--- config.mk ---
export PLATFORM = sky130hd
export DESIGN_NAME = nibble_out_port
export DESIGN_NICKNAME = d
export VERILOG_FILES = /design/src/rtl/nibbler_pkg.sv /design/src/rtl/nibble_fifo.sv /design/src/rtl/nibble_out_port.sv
export SDC_FILE = /design/constraint.sdc
export NUM_CORES = 1
export LEC_CHECK = 0
export CAP_MARGIN = 25
export CORE_ASPECT_RATIO = 1.1
export CORE_MARGIN = 4
export CORE_UTILIZATION = 55
export CTS_BUF_LIST = sky130_fd_sc_hd__clkbuf_16
export DETAILED_ROUTE_END_ITERATION = 10
export GPL_TIMING_DRIVEN = 1
export MAX_ROUTING_LAYER = met4
export PLACE_DENSITY_LB_ADDON = 0.08
export SYNTH_ARGS = -nofsm -noshare
export SYNTH_HDL_FRONTEND = slang
export SYNTH_SLANG_ARGS = --single-unit
--- constraint.sdc ---
create_clock -name clk -period 3.3 [get_ports clk]
set_input_delay 0.495 -clock clk [delete_from_list [all_inputs] [get_ports clk]]
set_output_delay 0.495 -clock clk [all_outputs]
set_load 0.01 [all_outputs]
--- src/rtl/nibbler_pkg.sv ---
// Shared types and sizing for the Nibbler output path.
package nibbler_pkg;
    localparam int NIBBLE_W       = 4;
    localparam int OUT_FIFO_DEPTH = 4;

    typedef logic [NIBBLE_W-1:0] nibble_t;

    // Occupancy view of the output queue; ACTIVE gates portValid.
    typedef enum logic {
        ST_EMPTY  = 1'b0,
        ST_ACTIVE = 1'b1
    } fifo_state_t;
endpackage

--- src/rtl/nibble_fifo.sv ---
// Small power-of-two FIFO: storage, wrapping pointers, occupancy count,
// full flag and an EMPTY/ACTIVE state that drives the valid output.
// Push/pop arrive already qualified by the caller.
module nibble_fifo
    import nibbler_pkg::*;
#(
    parameter int DATA_W = NIBBLE_W,
    parameter int DEPTH  = OUT_FIFO_DEPTH,
    parameter int CNT_W  = $clog2(DEPTH + 1)
) (
    input  logic              clk,
    input  logic              reset,
    input  logic              push,
    input  logic              pop,
    input  logic [DATA_W-1:0] wdata,
    output logic [DATA_W-1:0] rdata,
    output logic              full,
    output logic              valid,
    output logic [CNT_W-1:0]  count
);
    localparam int PTR_W = $clog2(DEPTH);

    logic [DATA_W-1:0] mem [DEPTH];
    logic [PTR_W-1:0]  wr_ptr;
    logic [PTR_W-1:0]  rd_ptr;
    fifo_state_t       state_q;
    fifo_state_t       state_d;

    // Storage write; contents need no reset since empty reads are masked.
    always_ff @(posedge clk) begin
        if (push) begin
            mem[wr_ptr] <= wdata;
        end
    end

    // Pointers wrap naturally because DEPTH is a power of two.
    always_ff @(posedge clk or posedge reset) begin
        if (reset) begin
            wr_ptr <= '0;
            rd_ptr <= '0;
        end else begin
            if (push) wr_ptr <= wr_ptr + PTR_W'(1);
            if (pop)  rd_ptr <= rd_ptr + PTR_W'(1);
        end
    end

    // Occupancy: simultaneous push and pop leave it unchanged.
    always_ff @(posedge clk or posedge reset) begin
        if (reset) begin
            count <= '0;
        end else begin
            case ({push, pop})
                2'b10:   count <= count + CNT_W'(1);
                2'b01:   count <= count - CNT_W'(1);
                default: count <= count;
            endcase
        end
    end

    // State register for the EMPTY/ACTIVE view.
    always_ff @(posedge clk or posedge reset) begin
        if (reset) begin
            state_q <= ST_EMPTY;
        end else begin
            state_q <= state_d;
        end
    end

    // Next state: leave ACTIVE only when the last entry is popped alone.
    always_comb begin
        state_d = state_q;
        case (state_q)
            ST_EMPTY:  if (push) state_d = ST_ACTIVE;
            ST_ACTIVE: if (pop && !push && count == CNT_W'(1)) state_d = ST_EMPTY;
            default:   state_d = ST_EMPTY;
        endcase
    end

    assign valid = (state_q == ST_ACTIVE);
    assign full  = (count == CNT_W'(DEPTH));
    assign rdata = mem[rd_ptr];
endmodule

--- src/rtl/nibble_out_port.sv ---
// Output port for the Nibbler accumulator: OUT strobes queue the
// accumulator nibble, and the queue is drained over valid/ready.
module nibble_out_port
    import nibbler_pkg::*;
#(
    parameter int DATA_W = NIBBLE_W,
    parameter int DEPTH  = OUT_FIFO_DEPTH,
    parameter int CNT_W  = $clog2(DEPTH + 1)
) (
    input  logic              clk,
    input  logic              reset,
    input  logic              enable,
    input  logic [DATA_W-1:0] dataIn,
    output logic [DATA_W-1:0] portData,
    output logic              portValid,
    input  logic              portReady,
    output logic              full,
    output logic              overflow,
    output logic [CNT_W-1:0]  count
);
    logic              push;
    logic              pop;
    logic [DATA_W-1:0] head;

    // A pop frees a slot in the same edge, so a full queue still accepts.
    assign pop  = portValid && portReady;
    assign push = enable && (!full || pop);

    nibble_fifo #(
        .DATA_W (DATA_W),
        .DEPTH  (DEPTH),
        .CNT_W  (CNT_W)
    ) u_fifo (
        .clk   (clk),
        .reset (reset),
        .push  (push),
        .pop   (pop),
        .wdata (dataIn),
        .rdata (head),
        .full  (full),
        .valid (portValid),
        .count (count)
    );

    // Sticky record of any strobe dropped because the queue was full.
    always_ff @(posedge clk or posedge reset) begin
        if (reset) begin
            overflow <= 1'b0;
        end else if (enable && !push) begin
            overflow <= 1'b1;
        end
    end

    // Stale storage never reaches the pins while the queue is empty.
    assign portData = portValid ? head : '0;
endmodule
==> impl_metrics.env <==
export IMPL_status="finished clean"
export IMPL_wl_per_cell_um=14.2
export IMPL_top_layer="met4"
export IMPL_core_region_area_um2=2000
export IMPL_cp_max_fo=6
export IMPL_dr_wl_met2_um=942
export IMPL_synth_xor_area_share_pct=3.78
export IMPL_dieArea_um2=2910
export IMPL_routed_via_density=4.97
export IMPL_muxShareOfSynthArea_pct=9.60
export IMPL_layout_commonest_cell="clkdlybuf4s50_1"
export IMPL_path_class="reg2out"
export IMPL_clock_path_buffers=2
export IMPL_synth_seq_cells=25
export IMPL_tritoncts="yes"
export IMPL_drt_iter0_markers=20
export IMPL_antenna_found_initial=0
export IMPL_synthDistinctLibCells=16
export IMPL_avgSynthCellArea_um2=14.9
export IMPL_finalSetupTns_ps=0
export IMPL_num_antenna_cells=0
export IMPL_finalNetCount=117
export IMPL_fmax_mhz=403
export IMPL_numCtsBuffers=3
export IMPL_clk_pin_slew_ps=60
export IMPL_hold_viol=0
export IMPL_grt_usage_pct=15.1
export IMPL_ctsHoldBuffers=0
export IMPL_die_h_um=56.2
export IMPL_yosysSeqAreaShare_pct=60.8
export IMPL_drv_slew=0
export IMPL_clk_latency_ps=250
export IMPL_end_kind="output port"
export IMPL_die_w_um=51.8
export IMPL_root_buffer="clkbuf_16"
export IMPL_required_ps=2800
export IMPL_p_leak_nw=0.579
export IMPL_synth_simple_area_share_pct=6.58
export IMPL_placement_rows=17
export IMPL_placed_cell_area_um2=1350
export IMPL_irDropWorstVdd_mv=0.610
export IMPL_drt_pass1_iter_count=4
export IMPL_synth_area_um2=1160
export IMPL_num_fill_cells=145
export IMPL_syn_inst=78
export IMPL_grt_overflow=0
export IMPL_met1Wirelength_um=764
export IMPL_io_buffers=17
export IMPL_rsz0062_at_grt="false"
export IMPL_wirelength_mm=1.80
export IMPL_design_power_total_mw=1.28
export IMPL_powerDensity_nw_per_um2=892
export IMPL_post_cts_resized=0
export IMPL_min_period_ps=2480
export IMPL_grt_pass1_wl_mm=3.12
export IMPL_area_growth_pct=23.6
export IMPL_most_common_layout_cells="clkdlybuf4s50_1, edfxtp_1, ha_1, inv_1, dfrtp_1"
export IMPL_htreeDepth=1
export IMPL_setup_viol=0
export IMPL_dp_hpwl_mm=1.40
export IMPL_ioPinCount=18
export IMPL_synth_top_family_by_area="adder cells"
export IMPL_syn_num_nets=96
export IMPL_relSlewSlack_pct=76.4
export IMPL_max_slew_worst_pin_slew_ps=354
export IMPL_multi_input_area_um2=409
export IMPL_cts_setup_buffers=0
export IMPL_ant_nets=0
export IMPL_gp_congestion=0.743
export IMPL_crit_arrival_ps=1980
export IMPL_design_area_um2=1430
export IMPL_drc=0
export IMPL_synthAdderAreaFrac_pct=10.8
export IMPL_start_util_pct=58.0
export IMPL_grt_max_degree=15
export IMPL_drive_gt1_share_pct=11.2
export IMPL_seq_area_um2=706
export IMPL_cts_sinks=25
export IMPL_wl_met3_um=66
export IMPL_worst_hold_path_type="reg2reg"
export IMPL_finClkSkew_ps=1.81
export IMPL_cap_violations=0
export IMPL_vias=626
export IMPL_start_kind="flip-flop"
export IMPL_synth_compound_area_share_pct=4.53
export IMPL_ys_warn_count=0
export IMPL_grt_pass1_vias=667
export IMPL_reg2reg_slack_ps=1380
export IMPL_min_period_over_period_pct=75.1
## path summary, 6_finish.rpt
path / start / endpoint / cells after the start
max: u_fifo.rd_ptr[0] / portData[2] / 3
min: overflow / overflow / 1
max reg2reg: u_fifo.count[0] / u_fifo.count[2] / 10
min reg2reg: overflow / overflow / 1
max in group asynchronous: reset / u_fifo.rd_ptr[0] / 2
min in group asynchronous: reset / u_fifo.count[0] / 2
## sequential cells by signal, indices dropped and copies added (netlist names)
signal	count
u_fifo.valid	1
u_fifo.wr_ptr	2
u_fifo.mem	16
u_fifo.rd_ptr	2
u_fifo.count	3
overflow	1
## critical path: stages (launching register included)
cell and delay [ps]:
dfrtp_1 540, mux4_2 550, and2_1 170, clkdlybuf4s50_1 470
## layer usage
layer	global-route usage (%)	up-vias
li1	-	310
met1	19.8	304
met2	23.5	10
met3	2.41	2
met4	5.62	0
met5	-	-
## metrics by stage
stage,utilization [%],setup WS [ps],hold slack [ps],std cells
floorplan,-,1470,323,78
global placement,67.7,1070,468,122
detailed placement,67.7,1050,470,122
CTS,71.7,774,484,126
global route,71.7,688,512,126
finish,71.7,821,480,126
## cells by family (layout without fill, tap and decap cells)
group / Yosys count / after routing
flip-flops: 25 / 25
AND/OR/NAND/NOR: 15 / 15
adder cells (fa/ha/maj): 10 / 10
buffers and inverters: 10 / 30
AO/OA/AOI/OAI: 7 / 7
multiplexers: 6 / 6
XOR/XNOR: 5 / 5
## area by class of cell
class / count / area share, %
clock buffer: 3 / 5.24
clock inverter: 1 / 0.349
inverter: 9 / 2.36
multi-input combinational: 43 / 28.5
sequential: 25 / 49.2
tap: 28 / 2.44
timing repair buffer: 17 / 11.9
## power by group
| group | internal [mW] | leakage (nW) | switching [mW] |
|---|---|---|---|
| logic | 0.288 | 0.289 | 0.215 |
| clock network | 0.163 | 0.0409 | 0.0957 |
| registers | 0.433 | 0.249 | 0.0845 |
## Yosys cell counts (all sizes together)
| library cell | instances | area [µm²] |
|---|---|---|
| nor2 | 1 | 3.75 |
| nand2 | 6 | 22.5 |
| xor2 | 1 | 8.76 |
| xnor2 | 4 | 35.0 |
| mux2i | 1 | 10.0 |
| a21boi | 1 | 18.8 |
| o21ai | 5 | 25.0 |
| mux2 | 1 | 11.3 |
| and2 | 8 | 50.1 |
| buf | 1 | 11.3 |
| ha | 10 | 125 |
| dfrtp | 9 | 225 |
| edfxtp | 16 | 480 |
| a31o | 1 | 8.76 |
| mux4 | 4 | 90.1 |
| inv | 9 | 33.8 |
Power figures use the tool's default switching activity.
